## src/rtl/nanop_pkg.sv

```systemverilog
// Shared nanoprocessor definitions: opcode encodings and the OUT-port TX state type.
package nanop_pkg;

  localparam logic [7:0] OP_NOP  = 8'h00;
  localparam logic [7:0] OP_LDI  = 8'h01;
  localparam logic [7:0] OP_MOV  = 8'h02;
  localparam logic [7:0] OP_ADD  = 8'h03;
  localparam logic [7:0] OP_SUB  = 8'h04;
  localparam logic [7:0] OP_AND  = 8'h05;
  localparam logic [7:0] OP_OR   = 8'h06;
  localparam logic [7:0] OP_XOR  = 8'h07;
  localparam logic [7:0] OP_LD   = 8'h08;
  localparam logic [7:0] OP_ST   = 8'h09;
  localparam logic [7:0] OP_JMP  = 8'h0A;
  localparam logic [7:0] OP_JZ   = 8'h0B;
  localparam logic [7:0] OP_OUT  = 8'h0C;
  localparam logic [7:0] OP_HALT = 8'h0F;

  typedef enum logic [2:0] {IDLE, START, DATA, PARITY, STOP} tx_state_t;

endpackage

```

## src/rtl/nanop_out_fifo.sv

```systemverilog
// Byte FIFO for the OUT port; caller guarantees no push when full (unless popping) and no pop when empty.
module nanop_out_fifo
  import nanop_pkg::*;
#(
  parameter int unsigned DEPTH = 8
) (
  input  logic                     clk,
  input  logic                     reset_n,
  input  logic                     push,
  input  logic                     pop,
  input  logic [7:0]               din,
  output logic [7:0]               dout,
  output logic [$clog2(DEPTH):0]   level,
  output logic                     full,
  output logic                     empty
);

  localparam int unsigned AW = $clog2(DEPTH);

  logic [7:0]    mem [DEPTH];
  logic [AW-1:0] wr_ptr;
  logic [AW-1:0] rd_ptr;
  logic [AW:0]   cnt;

  // Pointers wrap naturally because DEPTH is a power of two.
  always_ff @(posedge clk or negedge reset_n) begin
    if (!reset_n) begin
      wr_ptr <= '0;
      rd_ptr <= '0;
      cnt    <= '0;
    end else begin
      if (push) wr_ptr <= wr_ptr + 1'b1;
      if (pop)  rd_ptr <= rd_ptr + 1'b1;
      if (push && !pop)      cnt <= cnt + 1'b1;
      else if (pop && !push) cnt <= cnt - 1'b1;
    end
  end

  always_ff @(posedge clk) begin
    if (push) mem[wr_ptr] <= din;
  end

  assign dout  = mem[rd_ptr];
  assign level = cnt;
  assign full  = (cnt == (AW+1)'(DEPTH));
  assign empty = (cnt == '0);

endmodule

```

## src/rtl/nanop_out_port.sv

```systemverilog
// OUT-instruction peripheral: FIFO-buffered UART TX (8N1), sticky overflow on dropped writes.
// Define NANOP_OUT_PARITY_EN for an even-parity 8E1 frame.
module nanop_out_port
  import nanop_pkg::*;
#(
  parameter int unsigned CLK_DIV = 434,
  parameter int unsigned DEPTH   = 8
) (
  input  logic                   clk,
  input  logic                   reset_n,
  input  logic                   out_we,
  input  logic [7:0]             out_data,
  output logic                   tx,
  output logic                   busy,
  output logic [$clog2(DEPTH):0] level,
  output logic                   overflow,
  input  logic                   ovf_clr
);

  localparam int unsigned CW = $clog2(CLK_DIV);
  localparam logic [CW-1:0] CNT_LAST = CW'(CLK_DIV - 1);

  tx_state_t     state_q, state_d;
  logic [CW-1:0] cnt_q, cnt_d;
  logic [2:0]    bit_q, bit_d;
  logic [7:0]    shift_q, shift_d;
  logic          tx_d;
  logic          cnt_last;
  logic          pop, push_ok, ovf_set;
  logic          fifo_full, fifo_empty;
  logic [7:0]    fifo_dout;
`ifdef NANOP_OUT_PARITY_EN
  logic          par_q, par_d;
`endif

  assign push_ok  = out_we & (~fifo_full | pop);
  assign ovf_set  = out_we & fifo_full & ~pop;
  assign cnt_last = (cnt_q == CNT_LAST);

  nanop_out_fifo #(.DEPTH(DEPTH)) u_fifo (
    .clk     (clk),
    .reset_n (reset_n),
    .push    (push_ok),
    .pop     (pop),
    .din     (out_data),
    .dout    (fifo_dout),
    .level   (level),
    .full    (fifo_full),
    .empty   (fifo_empty)
  );

  always_comb begin
    state_d = state_q;
    cnt_d   = cnt_q;
    bit_d   = bit_q;
    shift_d = shift_q;
    pop     = 1'b0;
    case (state_q)
      IDLE: begin
        if (!fifo_empty) begin
          pop     = 1'b1;
          shift_d = fifo_dout;
          cnt_d   = '0;
          state_d = START;
        end
      end
      START: begin
        if (cnt_last) begin
          cnt_d   = '0;
          bit_d   = '0;
          state_d = DATA;
        end else cnt_d = cnt_q + 1'b1;
      end
      DATA: begin
        if (cnt_last) begin
          cnt_d   = '0;
          shift_d = {1'b0, shift_q[7:1]};
          if (bit_q == 3'd7) begin
`ifdef NANOP_OUT_PARITY_EN
            state_d = PARITY;
`else
            state_d = STOP;
`endif
          end else bit_d = bit_q + 1'b1;
        end else cnt_d = cnt_q + 1'b1;
      end
`ifdef NANOP_OUT_PARITY_EN
      PARITY: begin
        if (cnt_last) begin
          cnt_d   = '0;
          state_d = STOP;
        end else cnt_d = cnt_q + 1'b1;
      end
`endif
      STOP: begin
        if (cnt_last) begin
          cnt_d   = '0;
          state_d = IDLE;
        end else cnt_d = cnt_q + 1'b1;
      end
      default: state_d = IDLE;
    endcase

`ifdef NANOP_OUT_PARITY_EN
    par_d = pop ? ^fifo_dout : par_q;
`endif

    // tx is registered from the next-state values so it changes on the same edge as the state.
    case (state_d)
      START:   tx_d = 1'b0;
      DATA:    tx_d = shift_d[0];
`ifdef NANOP_OUT_PARITY_EN
      PARITY:  tx_d = par_d;
`endif
      default: tx_d = 1'b1;
    endcase
  end

  always_ff @(posedge clk or negedge reset_n) begin
    if (!reset_n) begin
      state_q  <= IDLE;
      cnt_q    <= '0;
      bit_q    <= '0;
      shift_q  <= '0;
      tx       <= 1'b1;
      overflow <= 1'b0;
`ifdef NANOP_OUT_PARITY_EN
      par_q    <= 1'b0;
`endif
    end else begin
      state_q <= state_d;
      cnt_q   <= cnt_d;
      bit_q   <= bit_d;
      shift_q <= shift_d;
      tx      <= tx_d;
`ifdef NANOP_OUT_PARITY_EN
      par_q   <= par_d;
`endif
      if (ovf_set)      overflow <= 1'b1;
      else if (ovf_clr) overflow <= 1'b0;
    end
  end

  assign busy = (level != '0) | (state_q != IDLE);

endmodule

```

## config.mk

```make
export PLATFORM = sky130hd
export DESIGN_NAME = nanop_out_port
export DESIGN_NICKNAME = d
export VERILOG_FILES = /design/src/rtl/nanop_pkg.sv /design/src/rtl/nanop_out_fifo.sv /design/src/rtl/nanop_out_port.sv
export SDC_FILE = /design/constraint.sdc
export NUM_CORES = 1
export LEC_CHECK = 0
export BUFFER_PORTS_ARGS = -buffer_cell sky130_fd_sc_hd__buf_2
export CAP_MARGIN = 25
export CORE_UTILIZATION = 30
export CTS_CLUSTER_SIZE = 24
export DETAILED_ROUTE_END_ITERATION = 10
export MAX_ROUTING_LAYER = met4
export PLACE_DENSITY = 0.44
export SLEW_MARGIN = 20
export SYNTH_ARGS = -nofsm -noshare
export SYNTH_HDL_FRONTEND = slang
export SYNTH_HIERARCHICAL = 1
export SYNTH_SLANG_ARGS = --single-unit
```

## constraint.sdc

```tcl
create_clock -name clk -period 3.6 [get_ports clk]
set_input_delay 0.72 -clock clk [delete_from_list [all_inputs] [get_ports clk]]
set_output_delay 0.72 -clock clk [all_outputs]
set_load 0.1 [all_outputs]
```

### Word-level counts from Yosys, hierarchy flattened

Memories as Yosys holds them, arrays and structs flattened.
Cells that the tools add are included.

| storage, ports and cells | value |
|---|---|
| memory bits (read-only) | 0 |
| bits of input ports | 12 |
| bits in registers | 35 |
| bits in latches | 0 |
| output and inout bits | 7 |
| memories kept | 1 |
| logic and storage cells | 78 |
| RAM bits | 64 |

| operators by class | value |
|---|---|
| multipliers | 0 |
| add/sub/neg operators | 6 |
| muxes and demuxes | 25 |
| reductions and logical operators | 17 |
| divide/modulo/power cells | 0 |
| shift operators | 0 |
| order comparisons | 0 |
| bitwise operators | 7 |
| equality and inequality tests | 12 |

Memory list:

| memory | words | width | read ports | clocked after Yosys merged registers in | write ports | line | source |
|---|---|---|---|---|---|---|---|
| u_fifo.mem | 8 | 8 | 1 | 0 | 1 | nanop_out_fifo.sv:20 | `logic [7:0] mem [DEPTH];` |

Operator list:

| kind | number |
|---|---|
| $mux W3 | 8 |
| $mux W9 | 2 |
| $pmux W9 S2 | 1 |
| $mux W8 | 2 |
| $pmux W8 S2 | 1 |
| $pmux W3 S4 | 1 |
| $reduce_bool A2 Y1 | 5 |
| $add A3 B1 Y3 const B | 3 |
| $add A9 B1 Y9 const B | 1 |
| $eq A9 B9 Y1 const B | 1 |
| $mux W4 | 2 |
| $ne A2 B2 Y1 const B | 4 |
| $eq A3 B1 Y1 const B | 2 |
| $eq A3 B2 Y1 const B | 2 |
| $eq A3 B3 Y1 const B | 2 |
| $mux W1 | 6 |
| $pmux W3 S2 | 1 |
| $add A4 B1 Y4 const B | 1 |
| $eq A4 B4 Y1 const B | 1 |
| $logic_not A4 Y1 | 1 |
| $reduce_and A4 Y1 | 1 |
| $reduce_bool A4 Y1 | 1 |
| $sub A4 B1 Y4 const B | 1 |
| $and A1 B1 Y1 | 3 |
| 10 further kinds | 14 |

### Longest topological paths before layout

Gate-level depths: netlist of run 1.

| logic depth | value |
|---|---|
| depth in word-level cells | 9 |
| depth in mapped cells | 11 |
| gate-level depth less buffers | 10 |

### By module

Netlist of run 1, hierarchy kept.

By module, submodules not included:

| module | seq. area each (um^2) | area each (um^2) | cells each | instances |
|---|---|---|---|---|
| nanop_out_fifo | 2172.1 | 3083.0 | 153 | 1 |
| nanop_out_port | 626.9 | 1391.3 | 128 | 1 |

### Worst setup path after synthesis of run 1

Ideal clock, no wire load.

| path | value |
|---|---|
| path kind | register -> register |
| start point | reg u_fifo.cnt[0], in the netlist u_fifo/level[0] |
| end point | reg u_fifo.cnt[3], in the netlist u_fifo/level[3] |
| arrival | 3.572 ns |
| path slack | -0.103 ns |
| required time | 3.469 ns |
| setup time | 0.131 ns |
| cell stages (with the launch flop) | 11 |
| cell sequence | dfrtp_1 -> nor4_1 -> or4_1 -> buf_4 -> a21boi_1 -> ha_1 -> inv_1 -> ha_1 -> or4_1 -> o211ai_1 -> o211ai_1 |

| on the way | value |
|---|---|
| longest elaborated chain between the ends | 8 |

Ends and longest elaborated chain:

| item | line | source |
|---|---|---|
| from (decl) | nanop_out_fifo.sv:23 | `logic [AW:0] cnt;` |
| from (signal assigned) | nanop_out_fifo.sv:34 | `if (push && !pop) cnt <= cnt + 1'b1;` |
| from (signal assigned) | nanop_out_fifo.sv:35 | `else if (pop && !push) cnt <= cnt - 1'b1;` |
| $logic_not A4 Y1 * | nanop_out_fifo.sv:46 | `assign empty = (cnt == '0);` |
| named net fifo_empty | nanop_out_port.sv:30 | `logic fifo_full, fifo_empty;` |
| $mux W1 * | nanop_out_port.sv:60 | `if (!fifo_empty) begin` |
| $mux W1 * | nanop_out_port.sv:58 | `case (state_q)` |
| $or A1 B1 Y1 * | nanop_out_port.sv:36 | `assign push_ok = out_we & (~fifo_full \| pop);` |
| $and A1 B1 Y1 * | nanop_out_port.sv:36 |  |
| named net push_ok | nanop_out_port.sv:29 | `logic pop, push_ok, ovf_set;` |
| $logic_not A1 Y1 | nanop_out_fifo.sv:35 |  |
| $logic_and A1 B1 Y1 | nanop_out_fifo.sv:35 |  |
| $reduce_bool A2 Y1 (no source line) | n/a |  |

Mark *: on every way through the listed nets, which the timed path passes. The rest lies on a longest branch. The select of a mux whose other input is x is not followed.
A chain may end at the register's enable or synchronous reset.

### Worst setup path in the final report of run 1

| path | value |
|---|---|
| start point | reg state_q[1] |
| end point | reg u_fifo.cnt[3], in the netlist u_fifo/level[3] |

| on the way | value |
|---|---|
| longest elaborated chain between the ends | 7 |

Ends and longest elaborated chain:

| item | line | source |
|---|---|---|
| from (decl) | nanop_out_port.sv:23 | `tx_state_t state_q, state_d;` |
| from (signal assigned) | nanop_out_port.sv:131 | `state_q <= state_d;` |
| $logic_not A3 Y1 * | nanop_out_port.sv:58 |  |
| $mux W1 * | nanop_out_port.sv:58 |  |
| $or A1 B1 Y1 * | nanop_out_port.sv:36 |  |
| $and A1 B1 Y1 * | nanop_out_port.sv:36 |  |
| named net push_ok | nanop_out_port.sv:29 |  |
| $logic_not A1 Y1 | nanop_out_fifo.sv:35 |  |
| $logic_and A1 B1 Y1 | nanop_out_fifo.sv:35 |  |
| $reduce_bool A2 Y1 (no source line) | n/a |  |

Mark *: on every way through the listed nets, which the timed path passes. The rest lies on a longest branch.

==> results by stage, run 1 <==
Run status:
- The run finished with clean final reports.

Detailed routing:
- The violation count after the first detailed-route iteration is 158.
- The first TritonRoute pass finished after 6 iterations.
- Summed over all layers, the routed wires come to 8.33 mm.
- Using the TritonRoute via totals, the vias-per-cell ratio works out to roughly 4.7.
- Detailed routing inserted a total of 2356 vias.
- After detailed routing, the average wire length per cell comes to between 15 and 20 um.
- After detailed routing, the number of remaining DRC violations is 0.
- The number of routed nets with antenna violations is 0.

GRT:
- The via count of the first global-routing pass is about 2300.
- Entering global routing, the biggest net connects 36 pins.
- The total routing resource utilization after global routing is about an eighth.
- The first global-routing pass estimated 13.2 mm of wire.
- Summed over all layers, the global routing overflow is 0.
- The number of antenna violations at the first check in global routing is 0.

Setup path:
- The startpoint of the lowest-slack register-to-register path is state_q[1]$_DFF_PN0_.
- STA puts the critical path data required time at around 3.8 ns.
- The critical path is of the flip-flop to flip-flop type.
- The launching element type of the critical path is a flip-flop.
- The most critical setup path has its startpoint at state_q[1]$_DFF_PN0_.
- The top fanout value on the critical path is 9.
- The endpoint class of the critical path is a flip-flop.
- The critical path arrival is 3.39 ns.
- The peak per-stage delay on the critical path is between 0.7 and 0.8 ns.
- The signal on the critical path passes through or4_1 -> a21boi_1 -> ha_1 -> inv_1 -> ha_1 -> or4_1 -> o211ai_1 -> o211ai_1.
- On the critical path, the stage with the largest delay is an instance of sky130_fd_sc_hd__or4_1.

Synth:
- The total nets after synthesis is 303.
- Of all flip-flops after synthesis, the portion carrying an async set or reset was 35.4%.
- The synthesis-stage register bit count is 99.
- The dominant synthesized flop cell is sky130_fd_sc_hd__edfxtp_1.
- The most area-hungry cell type in the Yosys netlist is sky130_fd_sc_hd__edfxtp_1.
- Yosys attributes the largest share of cell area to sky130_fd_sc_hd__edfxtp_1, sky130_fd_sc_hd__dfrtp_1, sky130_fd_sc_hd__mux4_1.
- The most common cell in the netlist is sky130_fd_sc_hd__edfxtp_1.
- The count of different cell masters after synthesis is between 50 and 60.
- For this run, the number of Yosys warnings is 6.
- The synthesized netlist occupies a cell area of 0.00447 mm^2.
- The post-synthesis area per instance is 15.9 um^2.
- The top-area cell type share of the netlist area is roughly 43%.
- The portion of the post-synthesis area used by sequential elements is 62.6%.
- The number of standard cells after synthesis is 281.
- The synthesized design contains 64 enable-type register cells.
- After synthesis, the most frequently instantiated cells are sky130_fd_sc_hd__edfxtp_1, sky130_fd_sc_hd__dfrtp_1, sky130_fd_sc_hd__nand2_1, sky130_fd_sc_hd__mux4_1.

Pwr:
- Summed over all cells, the static leakage comes to 1.86 nW.
- The peak supply drop is 0.385 mV.
- Dividing total power by cell area gives a power density of 741 mW/mm^2.
- The design draws about 3.7 mW.

Clock tree:
- In this run the post-CTS setup repair buffer count came out at 0.
- Clock tree synthesis inserted a total of 9 buffers.
- The tree is rooted in a sky130_fd_sc_hd__clkbuf_16.
- In this run the deepest clock path goes through 2 buffers.
- The H-tree generated during clock tree synthesis spans 3 levels.
- The number of buffers inserted by hold repair at cts is 0.
- After clock tree synthesis, the clock-pin slew on the worst setup and hold paths is 0.07 ns.
- The clock drives 99 sinks.
- The worst-skew pair later-pin latency is 0.35 ns.
- The quantity of gates resized following cts is 0.
- The CTS tree is built.

Floorplan:
- The chip height is 124 um.
- The floorplan core area is 0.0145 mm^2.
- For this configuration, the core starts out at a cell density of 30.8%.
- The area of the die is 0.0154 mm^2.
- 19 I/O pins were placed.
- The die boundary width is between 100 and 150 um.
- After floorplanning, the core was divided into 44 placement rows.

Timing:
- In this run the tightest slew margin relative to its limit is 40.8%.
- For the pin with the worst max-slew slack, the measured transition is 0.889 ns.
- The final clock skew is 0.00938 ns.
- The final-layout setup total negative slack is 0 ns.
- Setup repair after global routing left no endpoint under its margin.
- The final critical path time including I/O delays and setup is 3.16 ns.
- The count of final hold-check violations is 0.
- The number of slew-limit violations in the final report came to 0.
- The fraction of the cycle the final worst path needs is 87.9%.
- The maximum clock frequency is around 0.32 GHz.
- Across all hold checks on the routed design, the worst slack comes to approximately 0.47 ns.
- Setup violations remaining at the end of the flow were counted as 0.

Cells and area:
- The number of nets in the final layout is 330.
- The count of fill cells added during filler insertion is 1428.
- The number of diodes is 0.
- The share of layout cells above drive strength 1 is 24.6%.
- Relative to the synthesized area, the layout overhead comes to 13.0%.

Min path:
- The worst min-delay path category is primary input to asynchronous set/reset pin.

Placed design:
- The half-perimeter wire length after detailed placement is 5.19 mm.
- The congestion estimate from routability-driven global placement came to 0.765.
- The number of buffers inserted by port buffering is 18.

Flow run:
- The number of max-cap violations is 0.
-- critical path, delay by kind of cell (launching register included) --
| family | cells | cell delay, ns |
|---|---|---|
| buffers and inverters | 1 | 0.12 |
| adders and majority gates | 2 | 0.64 |
| and+or+nand+nor | 2 | 1.28 |
| AOI/OAI and AO/OA | 3 | 0.51 |
| DFF | 1 | 0.49 |
-- metal layers --
layer	up-vias	GRT usage [%]	wire [um]	part of all wire, %
li1	1141	-	-	-
met1	1174	15.5	3970	48
met2	31	19.4	4000	48
met3	10	3.57	235	2.8
met4	0	4.24	122	1.5
met5	-	-	0	0
-- kinds of logic (layout without fill, tap and decap cells) --
kind of cell,count (synthesis),after routing,synth area share (%)
and+or+nand+nor,82,82,10.9
buffers and inverters,18,50,3.19
xor gates and xnor gates,14,14,2.74
DFF,99,99,62.6
muxes,29,29,12.6
adders and majority gates,11,11,3.27
AOI/OAI and AO/OA,28,28,4.70
-- flip-flops by register name (all words and copies together), names as in the netlist --
signal and count:
u_fifo/mem 64, u_fifo/level 4, shift_q 8, u_fifo/wr_ptr 3, tx 1, bit_q 3
cnt_q 9, overflow 1, state_q 3, u_fifo/rd_ptr 3
-- power breakdown --
part | internal (mW) | leakage (nW) | switching (mW)
Clock | 0.489 | 0.141 | 0.461
Sequential | 1.47 | 1.01 | 0.271
Combinational | 0.488 | 0.702 | 0.568
-- layout by cell type, fill, tap and decap left out, drive strengths merged, types with 9 or more instances in the layout --
cell type / instances
buf: 28
clkbuf: 9
dfrtp: 34
edfxtp: 64
ha: 9
inv: 10
mux2: 12
mux4: 16
nand2: 25
nor2: 14
xnor2: 12
-- cell type report --
cell class	instances	area (um^2)	area share, %
clock buffers	9	225	4.45
clock inverters	7	65.1	1.29
inverters	6	35.0	0.693
multi-input cells	164	1530	30.3
flip-flops and latches	99	2800	55.4
well taps	184	230	4.55
repair buffers	28	165	3.27
-- per-stage QoR --
step	instance area, um^2	utilization [%]	worst slack, ns	std cells
2_1_floorplan	4480	-	0.0336	281
3_3_place_gp	4770	32.8	0.569	481
3_5_place_dp	4770	32.8	0.463	481
4_1_cts	5060	34.8	0.446	497
5_1_grt	5060	34.8	0.197	497
6_report	5060	34.8	0.436	497
-- worst paths after layout --
check / end / slack [ns] / depth (start not counted)
setup / recovery: u_fifo/level[3]$_DFFE_PN0P_ / 0.44 / 8
setup reg to reg: u_fifo/level[3]$_DFFE_PN0P_ / 0.44 / 8
min in group clk: shift_q[5]$_DFFE_PN0P_ / 0.48 / 2
max in group asynchronous: u_fifo/level[1]$_DFFE_PN0P_ / 2.56 / 1
hold / removal: cnt_q[1]$_DFFE_PN0P_ / 0.47 / 1
hold reg to reg: shift_q[5]$_DFFE_PN0P_ / 0.48 / 2
(Power assumes the default switching activity.)
==> run 2: changes to the inputs <==
==> constraint.sdc (replaced) <==
create_clock -name clk -period 3.4 [get_ports clk]
set_input_delay 0.68 -clock clk [delete_from_list [all_inputs] [get_ports clk]]
set_output_delay 0.68 -clock clk [all_outputs]
set_load 0.1 [all_outputs]
==> run 2 against run 1 <==
  * Global-route usage up 0.12 points
  * Count of clock-buffer cells in the layout up 1
  * Die area unchanged
  * Flip-flop and latch count unchanged
  * Cell count up 0.40%
  * Setup slack worse by 0.20 ns
  * Clock power up 3.4%
  * Register-to-register slack worse by 0.20 ns
  * Critical path type unchanged
==> results by stage, run 2 (synthesis results as in run 1) <==
Run status:
- The run finished with clean final reports.

Timing:
- The relative max-transition margin was 44.3% (+3.5 points).
- The final-layout setup total negative slack came to 0 ns (unchanged).
- The final clock skew is 0.00983 ns (+0.000447 ns).
- The final worst setup slack came to 0.238 ns (-0.198 ns).
- The final critical path time including I/O delays and setup is 3.16 ns (-0.00237 ns).
- The transition time at the pin with the least slew margin is 0.836 ns (-0.0526 ns).
- Setup repair after global routing left no endpoint under its margin.
- The fraction of the cycle the final worst path needs came to 93.0% (+5.1 points).
- The number of slew-limit violations in the final report is 0 (unchanged).
- The number of setup violations in the final report is 0 (unchanged).
- The hold slack is 0.426 ns (-0.0448 ns).
- The maximum clock frequency was 0.316 GHz (about the same).
- The count of final hold-check violations is 0 (unchanged).

Setup path:
- The worst register-to-register path begins at state_q[2]$_DFF_PN0_.
- The top fanout value on the critical path came to 7 (-2).
- The peak per-stage delay on the critical path is 0.75 ns (about the same).
- The critical setup path kind is flip-flop to flip-flop.
- Walking the worst path, the cells encountered are or4_1 -> a21boi_1 -> ha_1 -> inv_1 -> ha_1 -> or4_1 -> o211ai_1 -> o211ai_1.
- STA classifies the critical path startpoint as a flip-flop.
- The endpoint class of the critical path is a flip-flop.
- The data required time at the worst endpoint is 3.63 ns (-0.20 ns).
- The start point of the critical path is state_q[2]$_DFF_PN0_.
- The capturing point of the worst reg2reg path is u_fifo/level[3]$_DFFE_PN0P_.
- The combined buffer and inverter count along the critical path came to 1 (unchanged).
- The total number of cells along the worst setup path is 8 (unchanged).
- The minimum setup slack among reg-to-reg paths is 0.24 ns (-0.20 ns).
- The dominant delay contributor by cell family on the critical path is simple AND/OR/NAND/NOR gates.
- The worst setup path endpoint is u_fifo/level[3]$_DFFE_PN0P_.
- The standard cell with the maximum stage delay on the critical path is sky130_fd_sc_hd__or4_1.
- The length in cells of the worst reg-to-reg path is 8 (unchanged).
- The critical path arrival is 3.39 ns (about the same).

Floorplan:
- The number of rows in the core area is 44 (unchanged).
- The floorplan core area is 0.0145 mm^2 (unchanged).
- The area of the die is 0.0154 mm^2 (unchanged).
- The chip height is 124 um (unchanged).
- The total I/O pin count is 19 (unchanged).
- The starting utilization of the core area is 30.8% (unchanged).
- The die boundary width is 124 um (unchanged).

Pwr:
- The combinational fraction of design power came to 29.7% (+1.5 points).
- The power after layout is 3.95 mW (+5.5%).
- The switching share of total power came to 34.5% (-0.21 points).
- The power per standard cell area was 781 mW/mm^2 (+5.4%).
- The peak supply drop is 0.341 mV (-11%).
- The share of power burned in the clock network is 24.8% (-0.5 points).
- The internal cell power came to 2.59 mW (+5.9%).
- The total net switching power is 1.36 mW (+4.9%).
- The static leakage was 1.87 nW (+0.40%).
- The sequential group share of total power is 45.5% (-0.9 points).

Detailed routing:
- The number of vias per cell is 4.78 (+0.83%).
- The aggregate routed wire length came to 8.41 mm (+0.90%).
- The average routed wire per standard cell is 16.8 um (+0.50%).
- The total iterations of the first detailed-routing run was 6 (unchanged).
- The via count of the routed design came to 2385 (+1.2%).
- The number of DRC violations after detailed routing came to 0 (unchanged).
- The violation count after the first detailed-route iteration is 130 (-18%).
- The number of routed nets with antenna violations came to 0 (unchanged).

Clock tree:
- The number of CTS-inserted buffers was 9 (unchanged).
- The number of buffers inserted by hold repair at cts is 0 (unchanged).
- The root cell of the clock tree is sky130_fd_sc_hd__clkbuf_16.
- The total setup buffers inserted after CTS came to 0 (unchanged).
- The number of levels in the clock H-tree came to 3 (unchanged).
- The maximum buffer depth of the clock tree is 2 (unchanged).
- The register clock-pin slew on the reported worst setup and hold paths is 0.07 ns (about the same).
- The worst-skew pair later-pin latency is 0.35 ns (about the same).
- The quantity of gates resized following cts is 0 (unchanged).
- The CTS sink count was 99 (unchanged).
- The CTS tree is built.

Cells and area:
- The number of nets in the final layout came to 332 (+0.61%).
- The most common cell after layout, fill and taps aside is sky130_fd_sc_hd__edfxtp_1.
- The number of diodes is 0 (unchanged).
- The register containing the most flip-flops in the final layout is u_fifo/mem.
- The library cells used most frequently in the layout, excluding fill and tap cells, are sky130_fd_sc_hd__edfxtp_1, sky130_fd_sc_hd__dfrtp_1, sky130_fd_sc_hd__nand2_1.
- The largest registers in the layout are u_fifo/mem (64), cnt_q (9), shift_q (8).
- The share of layout cells above drive strength 1 came to 25.4% (+0.80 points).
- The number of flip-flops under the largest register name came to 64 (unchanged).
- Relative to the synthesized area, the layout overhead comes to 13.1%.
- The count of fill cells added during filler insertion is 1435 (+0.49%).

GRT:
- The routing usage on met3 is 3.57% (unchanged).
- The met1 capacity usage during global routing was 15.4% (-0.029 points).
- The total routing resource utilization after global routing is 12.6% (+0.12 points).
- The via count of the first global-routing pass was 2385 (+3.1%).
- The total overflow reported by the global router was 0 (unchanged).
- The global routing usage on met2 is 19.6% (+0.24 points).
- The maximum number of pins on one net before global-route repair is 36 (unchanged).
- The number of antenna violations at the first check in global routing is 0 (unchanged).
- The layer flagged by global routing as most heavily used is met2.
- The wire length of the first global-routing pass came to 13.2 mm (+0.58%).

Flow run:
- The number of max-cap violations is 0 (unchanged).

Placed design:
- The worst-case setup slack after placement was 0.253 ns (-0.210 ns).
- The half-perimeter wire length after detailed placement came to 5.28 mm (+1.6%).
- The placer's final routability congestion estimate is 0.804 (+5.2%).
- The number of buffers inserted by port buffering came to 18 (unchanged).

Min path:
- The worst min-delay path category is primary input to asynchronous set/reset pin.
==> run 2: cell types whose count changed in the layout (fill, tap and decap cells not counted) <==
cell | before | now
sky130_fd_sc_hd__inv_6 | 1 | 4
sky130_fd_sc_hd__inv_8 | 4 | 1
sky130_fd_sc_hd__buf_4 | 10 | 12
sky130_fd_sc_hd__clkbuf_1 | 0 | 1
sky130_fd_sc_hd__clkinv_1 | 1 | 0
sky130_fd_sc_hd__clkinv_2 | 0 | 1
sky130_fd_sc_hd__clkinvlp_4 | 1 | 0
sky130_fd_sc_hd__dfrtp_1 | 31 | 30
sky130_fd_sc_hd__dfrtp_2 | 3 | 4
==> run 2: area by class of cell <==
| type | instances | area, um^2 | share of cell area, % |
|---|---|---|---|
| multi-input cells | 164 | 1530 | 30.3 |
| inverters | 6 | 35.0 | 0.692 |
| well taps | 184 | 230 | 4.55 |
| clock inverters | 6 | 51.3 | 1.01 |
| clock buffers | 10 | 229 | 4.52 |
| flip-flops and latches | 99 | 2800 | 55.4 |
| repair buffers | 30 | 180 | 3.56 |
==> run 2: worst min-delay path by stage <==
| stage | endpoint |
|---|---|
| after floorplan | bit_q[0]$_DFFE_PN0P_ |
| after global placement | shift_q[4]$_DFFE_PN0P_ |
| after detailed placement | shift_q[2]$_DFFE_PN0P_ |
| after CTS | bit_q[2]$_DFFE_PN0P_ |
| after global routing | overflow$_DFFE_PN0P_ |
| final | u_fifo/level[3]$_DFFE_PN0P_ |
==> run 2: power groups by stage <==
| stage | clock network [mW] | registers (mW) | logic, mW |
|---|---|---|---|
| 5_1_grt | 1.06 | 1.85 | 1.29 |
| 6_report | 0.981 | 1.80 | 1.17 |
| 2_1_floorplan | 0 | 1.92 | 0.795 |
| 3_5_place_dp | 0 | 1.83 | 1.20 |
| 3_3_place_gp | 0 | 1.82 | 1.19 |
| 4_1_cts | 1.02 | 1.81 | 1.20 |
==> run 2: metal layers <==
metal,wire length [um],up-vias
met5,0,-
met4,100,0
met3,227,7
met2,4090,30
met1,3990,1199
li1,-,1149
==> run 2: stage by stage <==
step | cell area (um^2) | cells | utilization, %
3_5_place_dp | 4780 | 483 | 32.9
3_3_place_gp | 4780 | 483 | 32.9
6_report | 5060 | 499 | 34.8
4_1_cts | 5060 | 499 | 34.8
2_1_floorplan | 4480 | 281 | -
5_1_grt | 5060 | 499 | 34.8
==> run 3: changes to the inputs <==
--- a/config.mk
+++ b/config.mk
@@ -12,6 +12,7 @@
 export DETAILED_ROUTE_END_ITERATION = 10
 export MAX_ROUTING_LAYER = met4
 export PLACE_DENSITY = 0.44
+export REMOVE_ABC_BUFFERS = 1
 export SLEW_MARGIN = 20
 export SYNTH_ARGS = -nofsm -noshare
 export SYNTH_HDL_FRONTEND = slang
==> run 3 against run 2 <==
  * Setup slack better by 0.15 ns
  * Clock power is 0.9% lower
  * Global-route usage is 0.17 points higher
  * Sequential share of layout area hardly changed
  * Power is 0.15% lower
  * Non-clock buffer count stayed put
  * Count of clock-buffer cells in the layout stayed put
==> results by stage, run 3 (synthesis results as in run 1) <==
Cells and area:
- The number of diodes is 0 (unchanged).
- The post-route non-filler standard cell count is 498 (-0.20%).
- The share of layout cells above drive strength 1 is 24.2% (-1.2 points).
- The area growth from synthesis to final layout is 12.9%.
- The largest registers in the layout are u_fifo/mem (64), cnt_q (9), shift_q (8).
- The number of flip-flops under the largest register name came to 64 (unchanged).
- u_fifo/mem holds more flip-flops than any other register.
- The top cell types in the final layout, fill and taps aside, are sky130_fd_sc_hd__edfxtp_1, sky130_fd_sc_hd__dfrtp_1, sky130_fd_sc_hd__nand2_1.
- Leaving out fill and tap cells, the most frequent cell in the layout is sky130_fd_sc_hd__edfxtp_1.
- The area of all placed cells without fillers is 0.00505 mm^2 (-0.17%).
- The count of fill cells added during filler insertion was 1405 (-2.1%).
- The number of nets in the final layout is 332 (unchanged).

Placed design:
- The post-place instance area is 0.00478 mm^2 (-0.10%).
- The number of cells in the design after placement is 483 (unchanged).
- The placer's final routability congestion estimate is 0.802 (-0.25%).
- The half-perimeter wire length after detailed placement came to 5.29 mm (+0.25%).
- The number of buffers inserted by port buffering is 18 (unchanged).
- The worst-case setup slack after placement was 0.254 ns (+0.00115 ns).

Timing:
- The fraction of the cycle the final worst path needs is 88.5% (-4.5 points).
- The number of setup violations in the final report was 0 (unchanged).
- The hold slack is 0.429 ns (+0.00335 ns).
- The number of slew-limit violations in the final report is 0 (unchanged).
- The final critical path time including I/O delays and setup came to 3.01 ns (-0.154 ns).
- The final worst setup slack is 0.392 ns (+0.154 ns).
- Setup repair after global routing left no endpoint under its margin.
- The maximum clock frequency is 0.332 GHz (+5.1%).
- The transition time at the pin with the least slew margin is 0.828 ns (-0.00828 ns).
- The final clock skew is 0.00818 ns (-0.00165 ns).
- The count of final hold-check violations is 0 (unchanged).
- The relative max-transition margin is 44.8% (+0.55 points).

Detailed routing:
- The number of DRC violations after detailed routing came to 0 (unchanged).
- The total iterations of the first detailed-routing run came to 4 (-2).
- The number of vias per cell is 4.79 (+0.28%).
- The aggregate routed wire length is 8.46 mm (+0.68%).
- The average routed wire per standard cell is 17.0 um (+0.88%).
- The violation count after the first detailed-route iteration is 132 (+1.5%).
- The met3 wire length is 261 um (+15%).
- The number of routed nets with antenna violations was 0 (unchanged).
- The via count of the routed design is 2387 (+0.084%).
- Routed signal wires occupy layers up through met4.
- The post-route met1 wirelength came to 4.01 mm (+0.58%).
- The total met2 wirelength after detailed routing was 4.09 mm (-0.17%).

Floorplan:
- The chip height is 124 um (unchanged).
- The total I/O pin count was 19 (unchanged).
- The starting utilization of the core area was 30.8% (unchanged).
- The floorplan core area was 0.0145 mm^2 (unchanged).
- The die boundary width is 124 um (unchanged).
- The area of the die came to 0.0154 mm^2 (unchanged).
- The number of rows in the core area is 44 (unchanged).

Min path:
- The min-delay analysis places its worst path in the category primary input to asynchronous set/reset pin.

Clock tree:
- The number of buffers inserted by hold repair at cts came to 0 (unchanged).
- The maximum buffer depth of the clock tree is 2 (unchanged).
- The number of CTS-inserted buffers is 9 (unchanged).
- The register clock-pin slew on the reported worst setup and hold paths is 0.07 ns (about the same).
- The CTS sink count is 99 (unchanged).
- The number of levels in the clock H-tree is 3 (unchanged).
- TritonCTS built the clock tree.
- The worst-skew pair later-pin latency is 0.35 ns (about the same).
- The root cell of the clock tree is sky130_fd_sc_hd__clkbuf_16.

Setup path:
- The launching element type of the critical path is a flip-flop.
- Traced cell by cell, the critical path runs through or4_4 -> a21boi_1 -> ha_1 -> inv_1 -> ha_1 -> or4_1 -> o211ai_1 -> o211ai_1.
- The slowest stage of the critical path belongs to the cell sky130_fd_sc_hd__or4_4.
- The peak per-stage delay on the critical path came to 0.64 ns (-0.11 ns).
- The worst setup path is captured at a flip-flop.
- The critical path is of the flip-flop to flip-flop type.
- The critical path arrival is 3.23 ns (-0.16 ns).
- The top fanout value on the critical path is 9 (+2).
- The data required time at the worst endpoint is 3.63 ns (about the same).

GRT:
- The maximum number of pins on one net before global-route repair is 36 (unchanged).
- The wire length of the first global-routing pass is 13.6 mm (+2.5%).
- The total routing resource utilization after global routing is 12.7% (+0.17 points).
- The total overflow reported by the global router was 0 (unchanged).
- The number of antenna violations at the first check in global routing was 0 (unchanged).
- The via count of the first global-routing pass is 2454 (+2.9%).

Pwr:
- The power after layout is 3.95 mW (-0.15%).
- The peak supply drop was 0.320 mV (-6.2%).
- The static leakage is 1.87 nW (about the same).
- The power per standard cell area is 781 mW/mm^2 (about the same).

Run status:
- The flow ran to the end, and the final reports show no timing, DRC or antenna violations.

Flow run:
- The number of max-cap violations is 0 (unchanged).
==> run 3: worst paths after layout <==
check	startpoint	to	slack [ns]	cells after the start
max reg2reg	state_q[1]$_DFF_PN0_	u_fifo/level[3]$_DFFE_PN0P_	0.39	8
min in group clk	shift_q[4]$_DFFE_PN0P_	shift_q[4]$_DFFE_PN0P_	0.48	2
max in group asynchronous	reset_n	cnt_q[8]$_DFFE_PN0P_	2.44	1
min	reset_n	u_fifo/level[3]$_DFFE_PN0P_	0.43	1
min reg2reg	shift_q[4]$_DFFE_PN0P_	shift_q[4]$_DFFE_PN0P_	0.48	2
max	state_q[1]$_DFF_PN0_	u_fifo/level[3]$_DFFE_PN0P_	0.39	8
==> run 3: stage by stage <==
stage	setup TNS [ns]	util (%)
final	0	34.8
after global routing	0	34.8
after CTS	0	34.7
after detailed placement	0	32.9
after global placement	0	32.9
after floorplan	-0.385	-
==> run 3: worst max-delay path, delay by kind of cell, from the launching register on <==
kind / cells / cell delay, ns
flops: 1 / 0.49
buf+inv: 1 / 0.13
compound gates: 3 / 0.46
simple gates: 2 / 1.17
fa+ha+maj: 2 / 0.64
==> run 3: power by group <==
group / internal [mW] / leakage (nW) / switching (mW)
clock: 0.506 / 0.135 / 0.466
combinational: 0.525 / 0.713 / 0.671
sequential: 1.55 / 1.02 / 0.225
total: 2.58 / 1.87 / 1.36
==> run 3: area by class of cell <==
cell class | count | area (um^2) | share of cell area [%]
flip-flops and latches | 99 | 2800 | 55.4
repair buffers | 30 | 180 | 3.57
well taps | 184 | 230 | 4.56
multi-input cells | 164 | 1540 | 30.4
clock inverters | 5 | 43.8 | 0.867
inverters | 6 | 35.0 | 0.693
clock buffers | 10 | 229 | 4.53
==> run 3: timing repair <==
action	CTS	global route
gates resized for setup	0	1
setup buffers	0	0
setup endpoints to repair	0	1
==> run 3: layer usage <==
layer,vias up,track usage (%)
met2,36,20.8
met3,7,3.75
met5,-,-
met4,0,4.24
met1,1201,15.0
li1,1143,-
